**src/rtl/dequant_pkg.sv**
```systemverilog
// Shared definitions for the dequantization scheduler.
// Holds the datapath latency, the default scale-table size and the job FSM state type.
package dequant_pkg;

   localparam int unsigned MULT_LAT       = 9;   // 1 input register + 8 multiplier stages
   localparam int unsigned NUM_CH_DEFAULT = 64;
   localparam int unsigned DATA_W         = 32;

   typedef enum logic [1:0] {
      ST_IDLE  = 2'd0,
      ST_RUN   = 2'd1,
      ST_DRAIN = 2'd2
   } state_t;

endpackage

```
**src/rtl/deq_sync_fifo.sv**
```systemverilog
// Synchronous output buffer for dequantized results.
// Ports: clk, rst (sync, active-high); push/wdata write; pop read;
// rdata is the head word (0 when empty); empty flag; count of stored words.
module deq_sync_fifo #(
   parameter int unsigned WIDTH = 32,
   parameter int unsigned DEPTH = 16
) (
   input  logic                     clk,
   input  logic                     rst,
   input  logic                     push,
   input  logic [WIDTH-1:0]         wdata,
   input  logic                     pop,
   output logic [WIDTH-1:0]         rdata,
   output logic                     empty,
   output logic [$clog2(DEPTH):0]   count
);

   localparam int unsigned AW = $clog2(DEPTH);
   localparam int unsigned CW = AW + 1;

   logic [WIDTH-1:0] mem_q [DEPTH];
   logic [AW-1:0]    wr_q, wr_d, rd_q, rd_d;
   logic [CW-1:0]    count_q, count_d;
   logic             do_push, do_pop;

   // Pointer/count update; a push into a full buffer is only taken alongside a pop.
   always_comb begin
      do_pop  = pop && (count_q != '0);
      do_push = push && ((count_q != CW'(DEPTH)) || do_pop);
      wr_d    = do_push ? wr_q + AW'(1) : wr_q;
      rd_d    = do_pop  ? rd_q + AW'(1) : rd_q;
      count_d = count_q + CW'(do_push) - CW'(do_pop);
   end

   always_ff @(posedge clk) begin
      if (rst) begin
         wr_q    <= '0;
         rd_q    <= '0;
         count_q <= '0;
      end else begin
         wr_q    <= wr_d;
         rd_q    <= rd_d;
         count_q <= count_d;
      end
   end

   always_ff @(posedge clk) begin
      if (do_push) mem_q[wr_q] <= wdata;
   end

   assign empty = (count_q == '0);
   assign rdata = empty ? '0 : mem_q[rd_q];
   assign count = count_q;

endmodule

```
**src/rtl/dequantize.sv**
```systemverilog
// Pipelined dequantize datapath: p = (a * b)[47:16], LAT cycles from a/b to p.
// Ports: clk; en (load a/b this cycle, else zeros are loaded); a, b signed
// operands; p signed result.
module dequantize
   import dequant_pkg::*;
#(
   parameter int unsigned LAT = MULT_LAT
) (
   input  logic                     clk,
   input  logic                     en,
   input  logic signed [DATA_W-1:0] a,
   input  logic signed [DATA_W-1:0] b,
   output logic signed [DATA_W-1:0] p
);

   localparam int unsigned STAGES = LAT - 1;

   logic signed [DATA_W-1:0] a_q, a_d, b_q, b_d;
   logic signed [DATA_W-1:0] p_q [STAGES];
   logic signed [DATA_W-1:0] p_d [STAGES];

   // First stage forms the Q16.16 product; the rest only delay it.
   always_comb begin
      a_d    = en ? a : '0;
      b_d    = en ? b : '0;
      p_d[0] = DATA_W'((64'(a_q) * 64'(b_q)) >>> 16);
      for (int i = 1; i < STAGES; i++) p_d[i] = p_q[i-1];
   end

   always_ff @(posedge clk) begin
      a_q <= a_d;
      b_q <= b_d;
      for (int i = 0; i < STAGES; i++) p_q[i] <= p_d[i];
   end

   assign p = p_q[STAGES-1];

endmodule

```
**src/rtl/dequant_scheduler.sv**
```systemverilog
// Dequantization job scheduler: accepts num_elems accumulator values, multiplies
// each by its per-channel Q16.16 scale, and emits results in acceptance order.
// Ports: clk, rst (sync, active-high); start/num_elems job launch;
// cfg_we/cfg_addr/cfg_wdata scale-table write; in_valid/in_ready/in_data/in_ch
// input stream; out_valid/out_ready/out_data output stream; busy, done status.
// Optional: define DEQ_SCHED_PERF_EN to add perf_stall_cycles / perf_bp_cycles.
module dequant_scheduler #(
   parameter int unsigned NUM_CH     = dequant_pkg::NUM_CH_DEFAULT,
   parameter int unsigned MULT_LAT   = dequant_pkg::MULT_LAT,
   parameter int unsigned FIFO_DEPTH = 16
) (
   input  logic                      clk,
   input  logic                      rst,
   input  logic                      start,
   input  logic [31:0]               num_elems,
   input  logic                      cfg_we,
   input  logic [$clog2(NUM_CH)-1:0] cfg_addr,
   input  logic [31:0]               cfg_wdata,
   input  logic                      in_valid,
   output logic                      in_ready,
   input  logic signed [31:0]        in_data,
   input  logic [$clog2(NUM_CH)-1:0] in_ch,
   output logic                      out_valid,
   input  logic                      out_ready,
   output logic signed [31:0]        out_data,
   output logic                      busy,
   output logic                      done
`ifdef DEQ_SCHED_PERF_EN
  ,output logic [31:0]               perf_stall_cycles
  ,output logic [31:0]               perf_bp_cycles
`endif
);

   import dequant_pkg::*;

   localparam int unsigned CNT_W = $clog2(FIFO_DEPTH) + 1;
   localparam int unsigned SUM_W = CNT_W + 1;

   state_t                 state_q, state_d;
   logic [31:0]            num_q, num_d, acc_q, acc_d, emit_q, emit_d;
   logic [CNT_W-1:0]       inflight_q, inflight_d;
   logic [MULT_LAT-1:0]    vpipe_q, vpipe_d;
   logic                   done_q, done_d;
   logic signed [31:0]     scale_tbl [NUM_CH];
   logic                   accept, push, pop, fifo_empty;
   logic [CNT_W-1:0]       fifo_count;
   logic [SUM_W-1:0]       credit_used;
   logic signed [31:0]     dp_a, dp_b, dp_p;

   // Scale table: unreset, writable in any state, read-before-write.
   always_ff @(posedge clk) begin
      if (cfg_we) scale_tbl[cfg_addr] <= cfg_wdata;
   end

   // Credit: every accepted word owns a FIFO slot from acceptance until popped.
   always_comb begin
      credit_used = SUM_W'(inflight_q) + SUM_W'(fifo_count);
      in_ready    = (state_q == ST_RUN) && (credit_used < SUM_W'(FIFO_DEPTH)) && (acc_q < num_q);
      accept      = in_valid && in_ready;
      dp_a        = accept ? in_data : '0;
      dp_b        = accept ? scale_tbl[in_ch] : '0;
      push        = vpipe_q[MULT_LAT-1];
      out_valid   = !fifo_empty;
      pop         = out_valid && out_ready;
   end

   // Job FSM and counters.
   always_comb begin
      state_d    = state_q;
      num_d      = num_q;
      acc_d      = accept ? acc_q + 32'd1 : acc_q;
      emit_d     = pop ? emit_q + 32'd1 : emit_q;
      done_d     = 1'b0;
      vpipe_d    = {vpipe_q[MULT_LAT-2:0], accept};
      inflight_d = inflight_q + CNT_W'(accept) - CNT_W'(push);
      unique case (state_q)
         ST_IDLE: begin
            if (start) begin
               if (num_elems == 32'd0) begin
                  done_d = 1'b1;
               end else begin
                  state_d = ST_RUN;
                  num_d   = num_elems;
                  acc_d   = '0;
                  emit_d  = '0;
               end
            end
         end
         ST_RUN: begin
            if (acc_d == num_q) state_d = ST_DRAIN;
         end
         ST_DRAIN: begin
            if (emit_d == num_q) begin
               state_d = ST_IDLE;
               done_d  = 1'b1;
            end
         end
         default: state_d = ST_IDLE;
      endcase
   end

   always_ff @(posedge clk) begin
      if (rst) begin
         state_q    <= ST_IDLE;
         num_q      <= '0;
         acc_q      <= '0;
         emit_q     <= '0;
         inflight_q <= '0;
         vpipe_q    <= '0;
         done_q     <= 1'b0;
      end else begin
         state_q    <= state_d;
         num_q      <= num_d;
         acc_q      <= acc_d;
         emit_q     <= emit_d;
         inflight_q <= inflight_d;
         vpipe_q    <= vpipe_d;
         done_q     <= done_d;
      end
   end

   dequantize #(.LAT(MULT_LAT)) u_dequantize (
      .clk (clk),
      .en  (accept),
      .a   (dp_a),
      .b   (dp_b),
      .p   (dp_p)
   );

   deq_sync_fifo #(.WIDTH(32), .DEPTH(FIFO_DEPTH)) u_fifo (
      .clk   (clk),
      .rst   (rst),
      .push  (push),
      .wdata (dp_p),
      .pop   (pop),
      .rdata (out_data),
      .empty (fifo_empty),
      .count (fifo_count)
   );

   assign busy = (state_q != ST_IDLE);
   assign done = done_q;

`ifdef DEQ_SCHED_PERF_EN
   logic [31:0] perf_stall_q, perf_stall_d, perf_bp_q, perf_bp_d;

   // Stall and backpressure counters, cleared when a job is launched.
   always_comb begin
      perf_stall_d = perf_stall_q;
      perf_bp_d    = perf_bp_q;
      if (start && (state_q == ST_IDLE)) begin
         perf_stall_d = '0;
         perf_bp_d    = '0;
      end else begin
         if ((state_q == ST_RUN) && in_valid && !in_ready) perf_stall_d = perf_stall_q + 32'd1;
         if (out_valid && !out_ready) perf_bp_d = perf_bp_q + 32'd1;
      end
   end

   always_ff @(posedge clk) begin
      if (rst) begin
         perf_stall_q <= '0;
         perf_bp_q    <= '0;
      end else begin
         perf_stall_q <= perf_stall_d;
         perf_bp_q    <= perf_bp_d;
      end
   end

   assign perf_stall_cycles = perf_stall_q;
   assign perf_bp_cycles    = perf_bp_q;
`endif

endmodule

```
**config.mk**
```make
export PLATFORM = sky130hd
export DESIGN_NAME = dequant_scheduler
export DESIGN_NICKNAME = d
export VERILOG_FILES = /design/src/rtl/dequant_pkg.sv /design/src/rtl/deq_sync_fifo.sv /design/src/rtl/dequantize.sv /design/src/rtl/dequant_scheduler.sv
export SDC_FILE = /design/constraint.sdc
export NUM_CORES = 2
export LEC_CHECK = 0
export CORE_MARGIN = 1
export CORE_UTILIZATION = 50
export CTS_CLUSTER_SIZE = 28
export DETAILED_ROUTE_END_ITERATION = 6
export GPL_ROUTABILITY_DRIVEN = 1
export PLACE_DENSITY = 0.64
export SLEW_MARGIN = 20
export SYNTH_ARGS = -nofsm -noshare
export SYNTH_HDL_FRONTEND = slang
export SYNTH_SLANG_ARGS = --single-unit
export TNS_END_PERCENT = 100
```
**constraint.sdc**
```tcl
create_clock -name clk -period 14.4 [get_ports clk]
set_clock_uncertainty 0.05 [all_clocks]
set_input_delay 2.88 -clock clk [delete_from_list [all_inputs] [get_ports clk]]
set_output_delay 2.88 -clock clk [all_outputs]
set_load 0.02 [all_outputs]
```
==> metrics.yaml <==
setup_path:
  critPathArrivalTime_ns: 9.50
  crit_fanout: 20
  crit_type: "flop to flop"
  startpoint_type: "flop"
  critPathMaxStageDelay_ns: 0.59
  worst-endpoint-required_ns: 15.06
  crit_path_frequent_cell: "fa_1"
  end_kind: "flop"
  crit_slowest_cell: "dfxtp_1"
sta:
  fin_crit_ns: 8.84
  hold_violations: 0
  max_freq_ghz: 0.113
  setup_viol: 0
  worst_pin_slew_ns: 1.14
  grt_setup_unrepaired: "no"
  hold_ws_ns: 0.237
  relSlewSlack: 0.235
  tns_ns: 0
  finalCritPeriodShare: 0.614
  drv_slew: 0
synthesis:
  synth-edff-count: 2560
  async_reset_ff_frac: 0
  ys.flop_type: "edfxtp_1"
  synth-seq-cells: 3010
  yosysWarnings: 0
  synth_area_per_cell_um2: 17.2
  syn_area_um2: 140000
  ys_seq_area_frac: 0.612
  synth_fp_nets: 9328
  syn_inst: 8158
  ys_types: 82
final_layout:
  nets: 9559
  final_cell_area_um2: 157000
  layout_commonest_cell: "edfxtp_1"
  syn_to_final_growth_pct: 11.7
  fillCellCount: 21281
  final_core_util: 0.561
  layout-drive-gt1-share: 0.185
  fin_cells: 12382
  layout_common_cells: "edfxtp_1 (2560), inv_1 (864), fa_1 (840)"
grt:
  grt_pass1_wl_um: 510000
  gr-total-overflow: 0
  grt_pass1_vias: 77157
  grt_max_degree: 111
  grt_usage: 0.246
  antenna_found_initial: 25
floorplanning:
  fp.coreArea_um2: 279000
  num_io_pins: 150
  die_height_um: 532
  dieArea_um2: 283000
  start_util: 0.503
  die_x_um: 532
  floorplan.rows: 194
placement:
  port_buffers: 149
  hpwl_um: 204000
  routabilityCongestion: 0.880
  dpl-instance-area_um2: 147000
  place_inst: 11801
drt:
  first_pass_iters: 7
  viasPerCell: 5.84
  wl_per_cell_um: 27.7
  drc: 60
  totalWireLength_um: 342000
  vias: 72288
  antenna_left: 0
  drtIter0Drc: 6920
power_and_ir_drop:
  power_switching_share: 0.242
  ir_drop_uv: 117
  p_leak_uw: 0.0549
  powerDensity_nw_per_um2: 128
  intPower_uw: 15200
  clockPowerShare: 0.388
  power.switching_uw: 4850
  power_frac_comb: 0.106
  power_frac_seq: 0.505
clocking:
  cts_buffers: 310
  cts.htree.levels: 5
  cts.repair.resized: 0
  cts_setup_buffers: 0
  cts_max_path_buffers: 4
  cts_tree: "done"
  cts_hold_buf: 0
  ctsRootBufferMaster: "clkbuf_16"
  clk_pin_slew_ns: 0.06
  clkSinkCount: 3010
  insertion_delay_ns: 0.93
status:
  violations: "DRC"
  status: "finished with violations"
flow_run:
  maxCapViolCount: 0
worst_hold_path:
  hold_class: "flop to flop"
-- Yosys cell counts, drive strengths merged, types with 12 or more instances --
library cell / count / area, µm²
a21oi: 44 / 220
and2: 519 / 3250
and3: 18 / 113
buf: 86 / 367
clkbuf: 321 / 1200
dfxtp: 450 / 9010
edfxtp: 2560 / 76900
fa: 840 / 16800
ha: 216 / 2700
inv: 865 / 3250
mux2i: 43 / 430
mux4: 829 / 18700
nand2: 532 / 2000
nand2b: 20 / 125
nand3: 38 / 195
nand4: 44 / 282
nor2: 239 / 900
nor2b: 40 / 250
nor3: 42 / 226
nor4: 37 / 280
o21a: 15 / 113
o21ai: 33 / 165
xnor2: 120 / 1050
xnor3: 12 / 270
xor2: 51 / 447
-- power groups by stage --
stage	Clock [µW]	Combinational, µW	Sequential [µW]
2_1_floorplan	0	1370	10200
3_3_place_gp	0	2120	10300
3_5_place_dp	0	2140	10300
4_1_cts	7940	2150	10100
5_1_grt	8280	2290	10200
6_report	7790	2130	10100
-- kinds of logic (layout without fill, tap and decap cells) --
| family | count (synthesis) | count (layout) | share of synthesized area |
|---|---|---|---|
| adders and majority gates | 1056 | 1056 | 0.139 |
| AOI/OAI and AO/OA | 183 | 183 | 0.00916 |
| xor gates and xnor gates | 183 | 183 | 0.0126 |
| and+or+nand+nor | 1580 | 1580 | 0.0571 |
| DFF | 3010 | 3010 | 0.612 |
| muxes | 874 | 874 | 0.136 |
| other | 0 | 16 | 0 |
| buffers and inverters | 1272 | 1756 | 0.0343 |
-- worst max-delay path, delay by kind of cell (launching register included) --
family	cells	cell delay (ns)
AO/OA/AOI/OAI	5	1.72
adder cells (fa/ha/maj)	9	4.23
flip-flops	1	0.59
buffers and inverters	5	0.61
AND/OR/NAND/NOR	5	1.32
XOR/XNOR	1	0.14
-- stage by stage --
stage	power, µW	setup slack [ns]
2_1_floorplan	11500	6.91
3_3_place_gp	12400	5.54
3_5_place_dp	12500	5.42
4_1_cts	20200	5.33
5_1_grt	20700	5.10
6_report	20000	5.56
-- worst paths after layout --
| check | slack (ns) | from | endpoint | depth (start not counted) |
|---|---|---|---|---|
| hold reg to reg | 0.24 | u_dequantize.p_q[1][61] | u_dequantize.p_q[1][93] | 0 |
| hold / removal | 0.24 | u_dequantize.p_q[1][61] | u_dequantize.p_q[1][93] | 0 |
| setup / recovery | 5.56 | u_dequantize.b_q[6] | u_dequantize.p_q[0][27] | 25 |
| setup reg to reg | 5.56 | u_dequantize.b_q[6] | u_dequantize.p_q[0][27] | 25 |
-- area by class of cell --
cell class	instances	area [µm²]	area share
clock buffers	410	8350	0.0533
flip-flops and latches	3010	85900	0.548
repair buffers	326	2770	0.0177
diodes	16	40.0	0.000255
well taps	3724	4660	0.0297
inverters	865	3250	0.0207
clock inverters	155	1520	0.00966
multi-input cells	3876	50300	0.321
-- layer usage --
metal	up-vias	track usage	wire length, µm
met4	10	0.0562	6870
met2	2789	0.393	164000
met5	-	0	73
li1	30086	-	-
met3	455	0.0427	26800
met1	38948	0.355	145000
-- flip-flops by register name (all words and copies together) (netlist names), named ones only --
signal / count
acc_q: 32
done: 1
emit_q: 32
inflight_q: 5
num_q: 32
scale_tbl: 2048
state_q: 2
u_dequantize.a_q: 32
u_dequantize.b_q: 32
u_dequantize.p_q: 256
u_fifo.count: 5
u_fifo.mem_q: 512
u_fifo.rd_q: 4
u_fifo.wr_q: 4
vpipe_q: 9
(Power assumes the default switching activity.)
